File: src/rtl/xeng_acc_reader.sv
// Accumulator-chain reader: splits complex words, resizes each part, tags baselines, buffers in a FWFT FIFO.
// Optional build macro XENG_ACC_READER_SAT_EN selects clamping instead of wrap when narrowing.
module xeng_acc_reader #(
   parameter int BITWIDTH            = 4,
   parameter int P_FACTOR_BITS       = 3,
   parameter int SERIAL_ACC_LEN_BITS = 7,
   parameter int OUT_BITS            = 16,
   parameter int N_BASELINES         = 8,
   parameter int FIFO_DEPTH_BITS     = 4,
   localparam int ACC_IN_BITS = 2*BITWIDTH + 1 + P_FACTOR_BITS + SERIAL_ACC_LEN_BITS,
   localparam int BL_W        = $clog2(N_BASELINES)
) (
   input  logic                          clk,
   input  logic                          rst_n,
   input  logic                          sync,
   input  logic [2*ACC_IN_BITS-1:0]      acc_in,
   input  logic                          valid_in,
   output logic signed [OUT_BITS-1:0]    out_re,
   output logic signed [OUT_BITS-1:0]    out_im,
   output logic [BL_W-1:0]               out_bl,
   output logic                          out_last,
   output logic                          out_valid,
   input  logic                          out_ready,
   output logic                          overflow,
   output logic [FIFO_DEPTH_BITS:0]      fifo_level
);

   localparam int DEPTH = 1 << FIFO_DEPTH_BITS;
   localparam logic [BL_W-1:0] BL_LAST = BL_W'(N_BASELINES - 1);
   localparam logic [FIFO_DEPTH_BITS:0] LVL_FULL = (FIFO_DEPTH_BITS+1)'(DEPTH);

`ifdef XENG_ACC_READER_SAT_EN
   localparam int EXT_W = ACC_IN_BITS + OUT_BITS;
   localparam logic signed [EXT_W-1:0] SAT_MAX = {{(ACC_IN_BITS+1){1'b0}}, {(OUT_BITS-1){1'b1}}};
   localparam logic signed [EXT_W-1:0] SAT_MIN = ~SAT_MAX;

   // Clamp never triggers when the output is at least as wide as the input, leaving a plain sign-extend.
   function automatic logic signed [OUT_BITS-1:0] resize_part(input logic signed [ACC_IN_BITS-1:0] x);
      logic signed [EXT_W-1:0] ext;
      ext = {{OUT_BITS{x[ACC_IN_BITS-1]}}, x};
      if (ext > SAT_MAX) return SAT_MAX[OUT_BITS-1:0];
      if (ext < SAT_MIN) return SAT_MIN[OUT_BITS-1:0];
      return ext[OUT_BITS-1:0];
   endfunction
`else
   function automatic logic signed [OUT_BITS-1:0] resize_part(input logic signed [ACC_IN_BITS-1:0] x);
      return OUT_BITS'(x);
   endfunction
`endif

   logic [BL_W-1:0]               bl_cnt_q, bl_cnt_d, bl_idx;
   logic                          vld_p1_q, vld_p1_d;
   logic signed [OUT_BITS-1:0]    re_p1_q, re_p1_d, im_p1_q, im_p1_d;
   logic [BL_W-1:0]               bl_p1_q, bl_p1_d;

   logic [FIFO_DEPTH_BITS-1:0]    wr_ptr_q, wr_ptr_d, rd_ptr_q, rd_ptr_d;
   logic [FIFO_DEPTH_BITS:0]      level_q, level_d;
   logic                          overflow_q, overflow_d;
   logic                          push, pop, drop, head_vld;

   logic signed [OUT_BITS-1:0]    re_mem [DEPTH];
   logic signed [OUT_BITS-1:0]    im_mem [DEPTH];
   logic [BL_W-1:0]               bl_mem [DEPTH];

   // ---- stage 1: split, resize, tag ----
   always_comb begin
      bl_idx   = sync ? '0 : bl_cnt_q;
      bl_cnt_d = bl_cnt_q;
      if (valid_in) begin
         bl_cnt_d = (bl_idx == BL_LAST) ? '0 : bl_idx + 1'b1;
      end else if (sync) begin
         bl_cnt_d = '0;
      end
      vld_p1_d = valid_in;
      re_p1_d  = resize_part(acc_in[2*ACC_IN_BITS-1:ACC_IN_BITS]);
      im_p1_d  = resize_part(acc_in[ACC_IN_BITS-1:0]);
      bl_p1_d  = bl_idx;
   end

   always_ff @(posedge clk or negedge rst_n) begin
      if (!rst_n) begin
         bl_cnt_q <= '0;
         vld_p1_q <= 1'b0;
      end else begin
         bl_cnt_q <= bl_cnt_d;
         vld_p1_q <= vld_p1_d;
      end
   end

   always_ff @(posedge clk) begin
      if (valid_in) begin
         re_p1_q <= re_p1_d;
         im_p1_q <= im_p1_d;
         bl_p1_q <= bl_p1_d;
      end
   end

   // ---- stage 2: FIFO write / read bookkeeping ----
   always_comb begin
      head_vld   = (level_q != '0);
      pop        = head_vld && out_ready;
      push       = vld_p1_q && ((level_q != LVL_FULL) || pop);
      drop       = vld_p1_q && !push;
      wr_ptr_d   = push ? wr_ptr_q + 1'b1 : wr_ptr_q;
      rd_ptr_d   = pop  ? rd_ptr_q + 1'b1 : rd_ptr_q;
      level_d    = level_q;
      if (push && !pop) begin
         level_d = level_q + 1'b1;
      end else if (pop && !push) begin
         level_d = level_q - 1'b1;
      end
      // A drop on the same edge as sync keeps the flag raised.
      overflow_d = overflow_q;
      if (drop) begin
         overflow_d = 1'b1;
      end else if (sync) begin
         overflow_d = 1'b0;
      end
   end

   always_ff @(posedge clk or negedge rst_n) begin
      if (!rst_n) begin
         wr_ptr_q   <= '0;
         rd_ptr_q   <= '0;
         level_q    <= '0;
         overflow_q <= 1'b0;
      end else begin
         wr_ptr_q   <= wr_ptr_d;
         rd_ptr_q   <= rd_ptr_d;
         level_q    <= level_d;
         overflow_q <= overflow_d;
      end
   end

   always_ff @(posedge clk) begin
      if (push) begin
         re_mem[wr_ptr_q] <= re_p1_q;
         im_mem[wr_ptr_q] <= im_p1_q;
         bl_mem[wr_ptr_q] <= bl_p1_q;
      end
   end

   // Head is masked so that reset and empty both present all-zero outputs.
   always_comb begin
      out_valid  = head_vld;
      out_re     = head_vld ? re_mem[rd_ptr_q] : '0;
      out_im     = head_vld ? im_mem[rd_ptr_q] : '0;
      out_bl     = head_vld ? bl_mem[rd_ptr_q] : '0;
      out_last   = head_vld && (bl_mem[rd_ptr_q] == BL_LAST);
      overflow   = overflow_q;
      fifo_level = level_q;
   end

endmodule
File: config.mk
export PLATFORM = sky130hd
export DESIGN_NAME = xeng_acc_reader
export DESIGN_NICKNAME = d
export VERILOG_FILES = /design/src/rtl/xeng_acc_reader.sv
export SDC_FILE = /design/constraint.sdc
export NUM_CORES = 1
export LEC_CHECK = 0
export ABC_CLOCK_PERIOD_IN_PS = 2800
export CAP_MARGIN = 10
export CORE_ASPECT_RATIO = 1.1
export CORE_MARGIN = 5
export CORE_UTILIZATION = 45
export CTS_CLUSTER_SIZE = 28
export DETAILED_ROUTE_END_ITERATION = 8
export DONT_BUFFER_PORTS = 1
export GPL_ROUTABILITY_DRIVEN = 0
export HOLD_SLACK_MARGIN = 0.02
export SETUP_SLACK_MARGIN = 0.3
export SYNTH_ARGS = -nofsm -noshare
export SYNTH_HDL_FRONTEND = slang
export SYNTH_SLANG_ARGS = --single-unit
export TNS_END_PERCENT = 100
File: constraint.sdc
create_clock -name clk -period 2.8 [get_ports clk]
set_clock_uncertainty 0.2 [all_clocks]
set_input_delay 0.42 -clock clk [delete_from_list [all_inputs] [get_ports clk]]
set_output_delay 0.42 -clock clk [all_outputs]
set_load 0.05 [all_outputs]
==> results of run 1 <==
-- final cells by class --
cell class                      instances  area, sq um  share of cell area (%)
Clock buffer                           76         1570                    5.54
Clock inverter                         31          323                    1.14
Inverter                                7         37.5                   0.132
Multi-Input combinational cell        302         5020                    17.7
Sequential cell                       613        18300                    64.7
Tap cell                              667          835                    2.94
Timing Repair Buffer                  163         2240                    7.90
-- cell usage after synthesis (all sizes together) --
cell type  number
edfxtp        595
mux4          169
and2           44
buf            31
dfrtp          18
clkbuf         15
and3           10
ha             10
nand2          10
xnor2          10
mux2i           9
inv             6
nor2            5
nor2b           5
o21ai           4
a21oi           3
a22oi           3
mux2            3
nand4           3
xor2            3
a21o            2
a211oi          1
clkinv          1
fa              1
nand2b          1
nand3           1
nand3b          1
nor3            1
nor4            1
o22ai           1
-- metrics by stage --
step	instance area (sq um)	hold WS [ns]
after floorplan	23600	-0.0756
after global placement	25100	-0.0736
after detailed placement	25100	-0.0737
after CTS	27900	0.0991
after global routing	28400	0.179
final	28400	0.161
-- power by group --
group	switching [mW]	internal [mW]
Clock	3.35	4.43
Combinational	6.21	5.32
Sequential	0.497	11.1
-- logic make-up after synthesis --
family	share of synthesized area, %
buf+inv	1.23
xor+xnor	0.488
mux	16.8
flops	78.4
simple gates	2.03
compound gates	0.370
fa+ha+maj	0.621
-- path summary, 6_finish.rpt --
check                           depth (start not counted)                       from                        end  slack [ns]
worst max-delay path                                    5    rd_ptr_q[0]$_DFFE_PN0P_                 out_re[15]       -0.52
worst min-delay path                                    1                      rst_n    wr_ptr_q[3]$_DFFE_PN0P_        0.16
worst max register to register                         13  fifo_level[0]$_DFFE_PN0P_  fifo_level[4]$_DFFE_PN0P_        0.16
worst min register to register                          2    wr_ptr_q[0]$_DFFE_PN0P_    wr_ptr_q[3]$_DFFE_PN0P_        0.38
max in group asynchronous                               1                      rst_n    rd_ptr_q[0]$_DFFE_PN0P_        1.57
min in group clk                                        5                  out_ready  fifo_level[0]$_DFFE_PN0P_        0.19
-- state kept, by name, summed over array words and instances (netlist names) --
register    cells
bl_p1_q         3
bl_cnt_q        3
wr_ptr_q        4
im_mem        256
fifo_level      5
re_p1_q        16
overflow        1
vld_p1_q        1
re_mem        256
im_p1_q        16
bl_mem         48
rd_ptr_q        4
-- timing repair --
action	CTS	global route
buffers inserted	19	13
hold buffers	37	0
pin swaps	19	19
gates resized for setup	36	33
endpoints found under the setup margin	76	244
hold endpoints to repair	99	0
gates cloned	7	10
-- routing by layer --
metal	global-route usage, %	wire length, um	part of all wire (%)	vias to the layer above
met5	0	13	0.025	-
li1	-	-	-	4474
met3	3.31	2750	5.3	63
met2	30.0	26500	51	326
met4	3.78	836	1.6	2
met1	26.2	22000	42	5705
-- critical path: stages (launching register included) --
cell and delay [ns]:
dfrtp_4 0.46, buf_12 0.18, buf_12 0.15, mux4_2 0.50
mux4_2 0.53, and2_4 0.25
==> results.yml, run 1 <==
critical_path:
  worstPathMaxFanout: 8
  arrival_ns: 2.70
  path_class: "reg2out"
  required_ns: 2.18
  critPathCaptureType: "output port"
  cp-start-kind: "flip-flop"
job:
  drv_cap: 0
finish:
  synthToLayoutAreaGrowth_pct: 21.4
  final_common_cell: "edfxtp_1"
  n_fill_cell: 3825
  nets: 1200
  final_cell_mix: "edfxtp_1, mux4_2, clkbuf_16"
  drive_above_1_share_pct: 39.2
  finish.utilization_pct: 55.2
  diodes: 0
  final_cells: 1859
timing:
  period_needed_ns: 3.32
  worst_pin_slew_ns: 0.892
  fin_ws_ns: -0.523
  min_period_over_period_pct: 119
  final-max-slew-violation-count: 0
  finalHoldViolCount: 0
  maxSlewHeadroom_pct: 40.3
  grt_setup_unrepaired: "true"
  tns_ns: -17.03
  fmaxAchievable_mhz: 301
  setup_viol: 36
clock_tree:
  clk_pin_slew_worst_paths_ns: 0.06
  clk_latency_ns: 0.63
  clockBufferDepth: 3
  clock_sinks: 613
  htreeDepth: 2
  tritoncts: "built"
  root_buffer: "clkbuf_16"
  cts_buffers: 59
logic_synthesis:
  synthCells: 967
  synthDistinctLibCells: 35
  synth-seq-cells: 613
  synth.net_count: 1021
  netlist_top_cells_area: "edfxtp_1, mux4_2, dfrtp_1"
  avgSynthCellArea_sq_um: 24.2
  yosys.area.top_type: "edfxtp_1"
  synth-warning-count: 0
  synth.top_cell.area_share_pct: 76.5
  netlist_area_sq_um: 23400
  synth_sequential_area_ratio_pct: 78.4
pwr:
  power.leakage_nw: 9.28
  power.density_nw_per_um2: 1090
  irDropWorstVdd_mv: 1.20
  p_total_mw: 30.9
routing:
  routed_wl_um: 52100
  drc: 0
  first_pass_iters: 5
  wire_per_inst_um: 28.0
  vias: 10600
  postRouteAntennaNets: 0
  drtIter0Drc: 998
  via_per_inst: 5.69
die:
  pin_count: 86
  dieArea_sq_um: 56600
  initial_core_util_pct: 45.5
  chipWidth_um: 227
  die_h_um: 249
  num_rows: 87
  coreArea_sq_um: 51400
place:
  hpwl_um: 27200
  place_ws_ns: 0.0810
  dp_cells: 1666
  portBuffers: 0
global_route:
  grt_max_degree: 43
  gr-total-overflow: 0
  grt_pass1_wl_um: 75600
  grt_pass1_vias: 11200
  grt.total_usage_pct: 18.3
  antenna_found_initial: 1
status:
  status: "finished, violations left"
  violations: "setup timing"
worst_hold_path:
  hp-class: "in2async"
(Power assumes the default switching activity.)
==> run 2, diff against run 1 <==
Settings changed: ABC_AREA set to 1, ABC_CLOCK_PERIOD_IN_PS 2800 to 3700.
Clock period 2.8 ns to 3.7 ns, I/O delays scaled along.
==> run 2 against run 1 <==
Net effect: the run now ends clean; register-to-register slack better by 0.51 ns; count of clock-buffer cells in the layout increased by 2; wire length up 19%; core utilization fell by 1.8 points; via count is 47% higher; synthesized cell count is 110% higher; sequential power is 25% lower; combinational power down 13%; die area grew 4.7%; clock power down 25%.
==> results.yml, run 2 <==
logic_synthesis:
  synth-warning-count: 0
  synthTopCellsByCount: "nand2_1, edfxtp_1, nand3_1"
  avgSynthCellArea_sq_um: 12.1
  synthDistinctLibCells: 22
  synth-seq-cells: 613
  yosys.area.top_type: "edfxtp_1"
  netlist_area_sq_um: 24500
  synth-edff-count: 595
  synthCells: 2020
  synth.net_count: 2074
  synth-async-reset-ratio_pct: 2.94
  synth_most_common_cell: "nand2_1"
  synth_sequential_area_ratio_pct: 74.8
  synth.top_cell.area_share_pct: 72.9
  synthFlopType: "edfxtp_1"
  netlist_top_cells_area: "edfxtp_1, nand2_1, nand3_1"
pwr:
  power.leakage_nw: 10.5
  irDropWorstVdd_mv: 0.506
  power.density_nw_per_um2: 855
  p_total_mw: 24.5
clock_tree:
  clk_pin_slew_worst_paths_ns: 0.06
  htreeDepth: 2
  clockBufferDepth: 3
  root_buffer: "clkbuf_16"
  cts_buffers: 61
  clock_sinks: 613
  tritoncts: "built"
  clk_latency_ns: 0.64
finish:
  stdcell_area_sq_um: 28700
  drive_above_1_share_pct: 10.3
  finish.utilization_pct: 53.4
  final_cell_mix: "nand2_1, edfxtp_1, nand3_1"
  diodes: 0
  synthToLayoutAreaGrowth_pct: 17.1
  nets: 2166
  top_regs: "im_mem x256, re_mem x256, bl_mem x48"
  final_common_cell: "nand2_1"
  final_cells: 2892
worst_hold_path:
  hold_path_startpoint: "valid_in"
  hold_depth: 1
  holdPathEnd: "vld_p1_q$_DFF_PN0_"
  hp-class: "in2reg"
timing:
  fmaxAchievable_mhz: 302
  period_needed_ns: 3.31
  tns_ns: 0
  min_period_over_period_pct: 89.4
  holdWs_ns: 0.0388
  setup_viol: 0
  worst_pin_slew_ns: 0.895
  maxSlewHeadroom_pct: 40.1
  grt_setup_unrepaired: "true"
  final-max-slew-violation-count: 0
  fin_ws_ns: 0.394
  finalHoldViolCount: 0
die:
  num_rows: 89
  dieArea_sq_um: 59200
  pin_count: 86
  die_h_um: 255
  initial_core_util_pct: 45.6
  chipWidth_um: 232
  coreArea_sq_um: 53800
routing:
  routed_wl_um: 61900
  postRouteAntennaNets: 0
  vias: 15500
  via_per_inst: 5.37
  first_pass_iters: 5
  wire_per_inst_um: 21.4
  drc: 0
  drtIter0Drc: 1491
critical_path:
  rrSetupSlack_ns: 0.67
  required_ns: 2.94
  worstPathMaxFanout: 30
  reg2reg_depth: 8
  reg2reg_to: "im_mem[2][2]$_DFFE_PP_"
  critPathCaptureType: "output port"
  arrival_ns: 2.55
  cp-start-kind: "flip-flop"
  path_class: "reg2out"
  r2r-start: "fifo_level[1]$_DFFE_PN0P_"
global_route:
  gr-total-overflow: 0
  grt_pass1_wl_um: 91300
  grt_pass1_vias: 15000
  antenna_found_initial: 2
  grt.total_usage_pct: 20.5
  grt_max_degree: 72
place:
  place_ws_ns: 0.593
  hpwl_um: 29600
  portBuffers: 0
  dpl_cell_area_sq_um: 26000
  dp_cells: 2725
job:
  drv_cap: 0
status:
  status: "complete, no violations"
[run 2: worst max path at each step]
| stage | depth (start not counted) | from | end |
|---|---|---|---|
| 2_1_floorplan | 6 | fifo_level[1]$_DFFE_PN0P_ | bl_mem[11][0]$_DFFE_PP_ |
| 4_1_cts | 10 | rd_ptr_q[0]$_DFFE_PN0P_ | out_last |
| 6_report | 10 | rd_ptr_q[0]$_DFFE_PN0P_ | out_im[1] |
| 3_3_place_gp | 10 | rd_ptr_q[0]$_DFFE_PN0P_ | out_last |
| 3_5_place_dp | 10 | rd_ptr_q[0]$_DFFE_PN0P_ | out_last |
| 5_1_grt | 10 | rd_ptr_q[0]$_DFFE_PN0P_ | out_last |
[run 2: cells by family after synthesis]
logic type	synth area share, %
simple gates	20.2
flops	74.8
buf+inv	3.01
compound gates	0.975
xor+xnor	0.393
fa+ha+maj	0.592
mux	0.0460
[run 2: metal layers]
metal / track usage (%) / vias to the layer above / share of wire, %
met5: 0 / - / 0.023
met4: 5.18 / 4 / 2.0
met3: 3.69 / 85 / 6.5
met2: 35.3 / 530 / 49
met1: 27.2 / 7661 / 42
li1: - / 7253 / -
[run 2: area by class of cell]
cell class | count | area (sq um)
Tap cell | 728 | 911
Clock buffer | 78 | 1610
Fill cell | 4441 | 25100
Multi-Input combinational cell | 1248 | 5600
Inverter | 40 | 193
Clock inverter | 37 | 259
Sequential cell | 613 | 18300
Timing Repair inverter | 1 | 8.76
Timing Repair Buffer | 147 | 1790
[run 2: timing repair]
action	CTS	global route
endpoints found under the hold margin	92	0
cloned	4	6
pin swaps	0	1
setup endpoints to repair	36	31
hold buffers	36	0
setup buffers	6	0
gates resized for setup	13	15
[run 2: worst max-delay path, stage by stage (launching register included)]
cell and delay [ns]:
dfrtp_4 0.57, clkinv_16 0.15, buf_16 0.18, buf_12 0.18, nand2_1 0.06, nand3_1 0.07
nand3_1 0.08, nand2_1 0.09, nand2_1 0.04, a21oi_1 0.22, buf_4 0.24
[run 2: report_power, final]
part	total [mW]	switching, mW	internal (mW)
Combinational	9.99	6.93	3.06
Clock	5.82	2.55	3.27
Sequential	8.73	0.329	8.40
Total	24.5	9.81	14.7
==> run 3, diff against run 2 <==
Settings changed: HOLD_SLACK_MARGIN 0.02 to 0.03.
==> run 3 against run 2 <==
Net effect: cell area about the same; first-iteration DRC count up 2.9%; sequential share of layout area about the same; via count down 0.15%; hold slack better by 0.25 ns; critical endpoint is now out_last.
==> results.yml, run 3 (synthesis gave the netlist of run 2 again) <==
global_route:
  grt_pass1_vias: 15000
  grt.total_usage_pct: 20.5
  antenna_found_initial: 2
  grt_pass1_wl_um: 91400
  grt_max_degree: 72
  gr-total-overflow: 0
routing:
  drc: 0
  first_pass_iters: 5
  drtIter0Drc: 1534
  via_per_inst: 5.36
  routed_wl_um: 61800
  vias: 15500
  postRouteAntennaNets: 0
  wire_per_inst_um: 21.4
die:
  chipWidth_um: 232
  pin_count: 86
  coreArea_sq_um: 53800
  initial_core_util_pct: 45.6
  dieArea_sq_um: 59200
  die_h_um: 255
  num_rows: 89
clock_tree:
  clock_sinks: 613
  root_buffer: "clkbuf_16"
  clk_pin_slew_worst_paths_ns: 0.06
  htreeDepth: 2
  tritoncts: "built"
  clk_latency_ns: 0.64
  clockBufferDepth: 3
  cts_buffers: 61
critical_path:
  arrival_ns: 2.57
  required_ns: 2.94
  path_class: "reg2out"
  worstPathMaxFanout: 33
  critPathMaxStageDelay_ns: 0.57
  cpMaxStageDelayCell: "dfrtp_4"
  path_delay_family: "simple AND/OR/NAND/NOR gates"
  critPathCaptureType: "output port"
  cp-start-kind: "flip-flop"
  cpMostUsedCell: "nand3_1"
  cp_num_buf_inv: 3
  worstPathCellList: "buf_12, buf_16, nand2_1, nand3_1, nand3_1, nand3_1, nand2_2, nand2_1, nor2_1, buf_6"
place:
  hpwl_um: 29600
  portBuffers: 0
timing:
  tns_ns: 0
  setup_viol: 0
  maxSlewHeadroom_pct: 41.1
  grt_setup_unrepaired: "true"
  period_needed_ns: 3.32
  final-max-slew-violation-count: 0
  min_period_over_period_pct: 89.8
  fmaxAchievable_mhz: 301
  finalHoldViolCount: 0
  worst_pin_slew_ns: 0.880
pwr:
  power.leakage_nw: 10.5
  p_total_mw: 24.5
  irDropWorstVdd_mv: 0.506
  power.density_nw_per_um2: 854
finish:
  diodes: 0
  nets: 2167
  n_fill_cell: 4440
  final_cell_mix: "nand2_1, edfxtp_1, nand3_1"
  drive_above_1_share_pct: 10.3
  top_regs: "im_mem x256, re_mem x256, bl_mem x48"
  synthToLayoutAreaGrowth_pct: 17.2
  regArea_sq_um: 18300
  multi_input_area_sq_um: 5600
  final_common_cell: "nand2_1"
worst_hold_path:
  hp-class: "in2async"
status:
  status: "complete, no violations"
job:
  drv_cap: 0
run 3: path summary, 6_finish.rpt:
path	start	end	slack, ns	cells after the start
max in group asynchronous	rst_n	rd_ptr_q[0]$_DFFE_PN0P_	2.35	1
setup reg to reg	fifo_level[1]$_DFFE_PN0P_	im_mem[2][2]$_DFFE_PP_	0.68	8
hold reg to reg	vld_p1_q$_DFF_PN0_	overflow$_DFFE_PN0P_	0.31	1
hold / removal	rst_n	wr_ptr_q[2]$_DFFE_PN0P_	0.28	1
min in group clk	vld_p1_q$_DFF_PN0_	overflow$_DFFE_PN0P_	0.31	1
setup / recovery	rd_ptr_q[0]$_DFFE_PN0P_	out_last	0.38	10
run 3: area by class of cell:
cell class              count  area share, %
clock buffers              78           5.61
clock inverters            37          0.902
inverters                  40          0.671
multi-input cells        1248           19.5
flip-flops and latches    613           63.8
well taps                 728           3.17
repair buffers            148           6.26
repair inverters            1         0.0305
run 3: what timing repair did:
action,CTS,global route
pin swaps,0,1
setup buffers,6,0
gates resized for setup,13,15
setup endpoints to repair,36,31
gates cloned,4,6
endpoints found under the hold margin,92,0
hold buffers,37,0
run 3: power by group:
| group | leakage, nW | switching, mW | total [mW] | internal [mW] |
|---|---|---|---|---|
| logic | 3.99 | 6.92 | 9.98 | 3.06 |
| registers | 5.62 | 0.329 | 8.73 | 8.40 |
| clock network | 0.909 | 2.54 | 5.81 | 3.27 |
| total | 10.5 | 9.79 | 24.5 | 14.7 |
run 3: worst register-to-register path, delay by kind of cell, from the launching register on:
family / cells / cell delay, ns
AND/OR/NAND/NOR: 6 / 1.65
buffers and inverters: 2 / 0.55
flip-flops: 1 / 0.32
run 3: layer usage:
layer	vias up	GRT usage, %	wire length, um
li1	7255	-	-
met1	7589	27.2	25600
met2	574	35.3	30500
met3	87	3.70	4400
met4	4	5.18	1240
met5	-	0	14
run 3: stage by stage:
stage / setup slack [ns] / instance area [sq um] / std cells / hold WS, ns / util [%]
finish: 0.377 / 28700 / 2893 / 0.285 / 53.4
global route: 0.229 / 28700 / 2893 / 0.314 / 53.4
CTS: 0.303 / 28500 / 2887 / 0.296 / 53.0
detailed placement: 0.593 / 26000 / 2725 / 0.0601 / 48.3
global placement: 0.590 / 26000 / 2725 / 0.0600 / 48.3
floorplan: 0.189 / 24500 / 2020 / 0.0594 / -
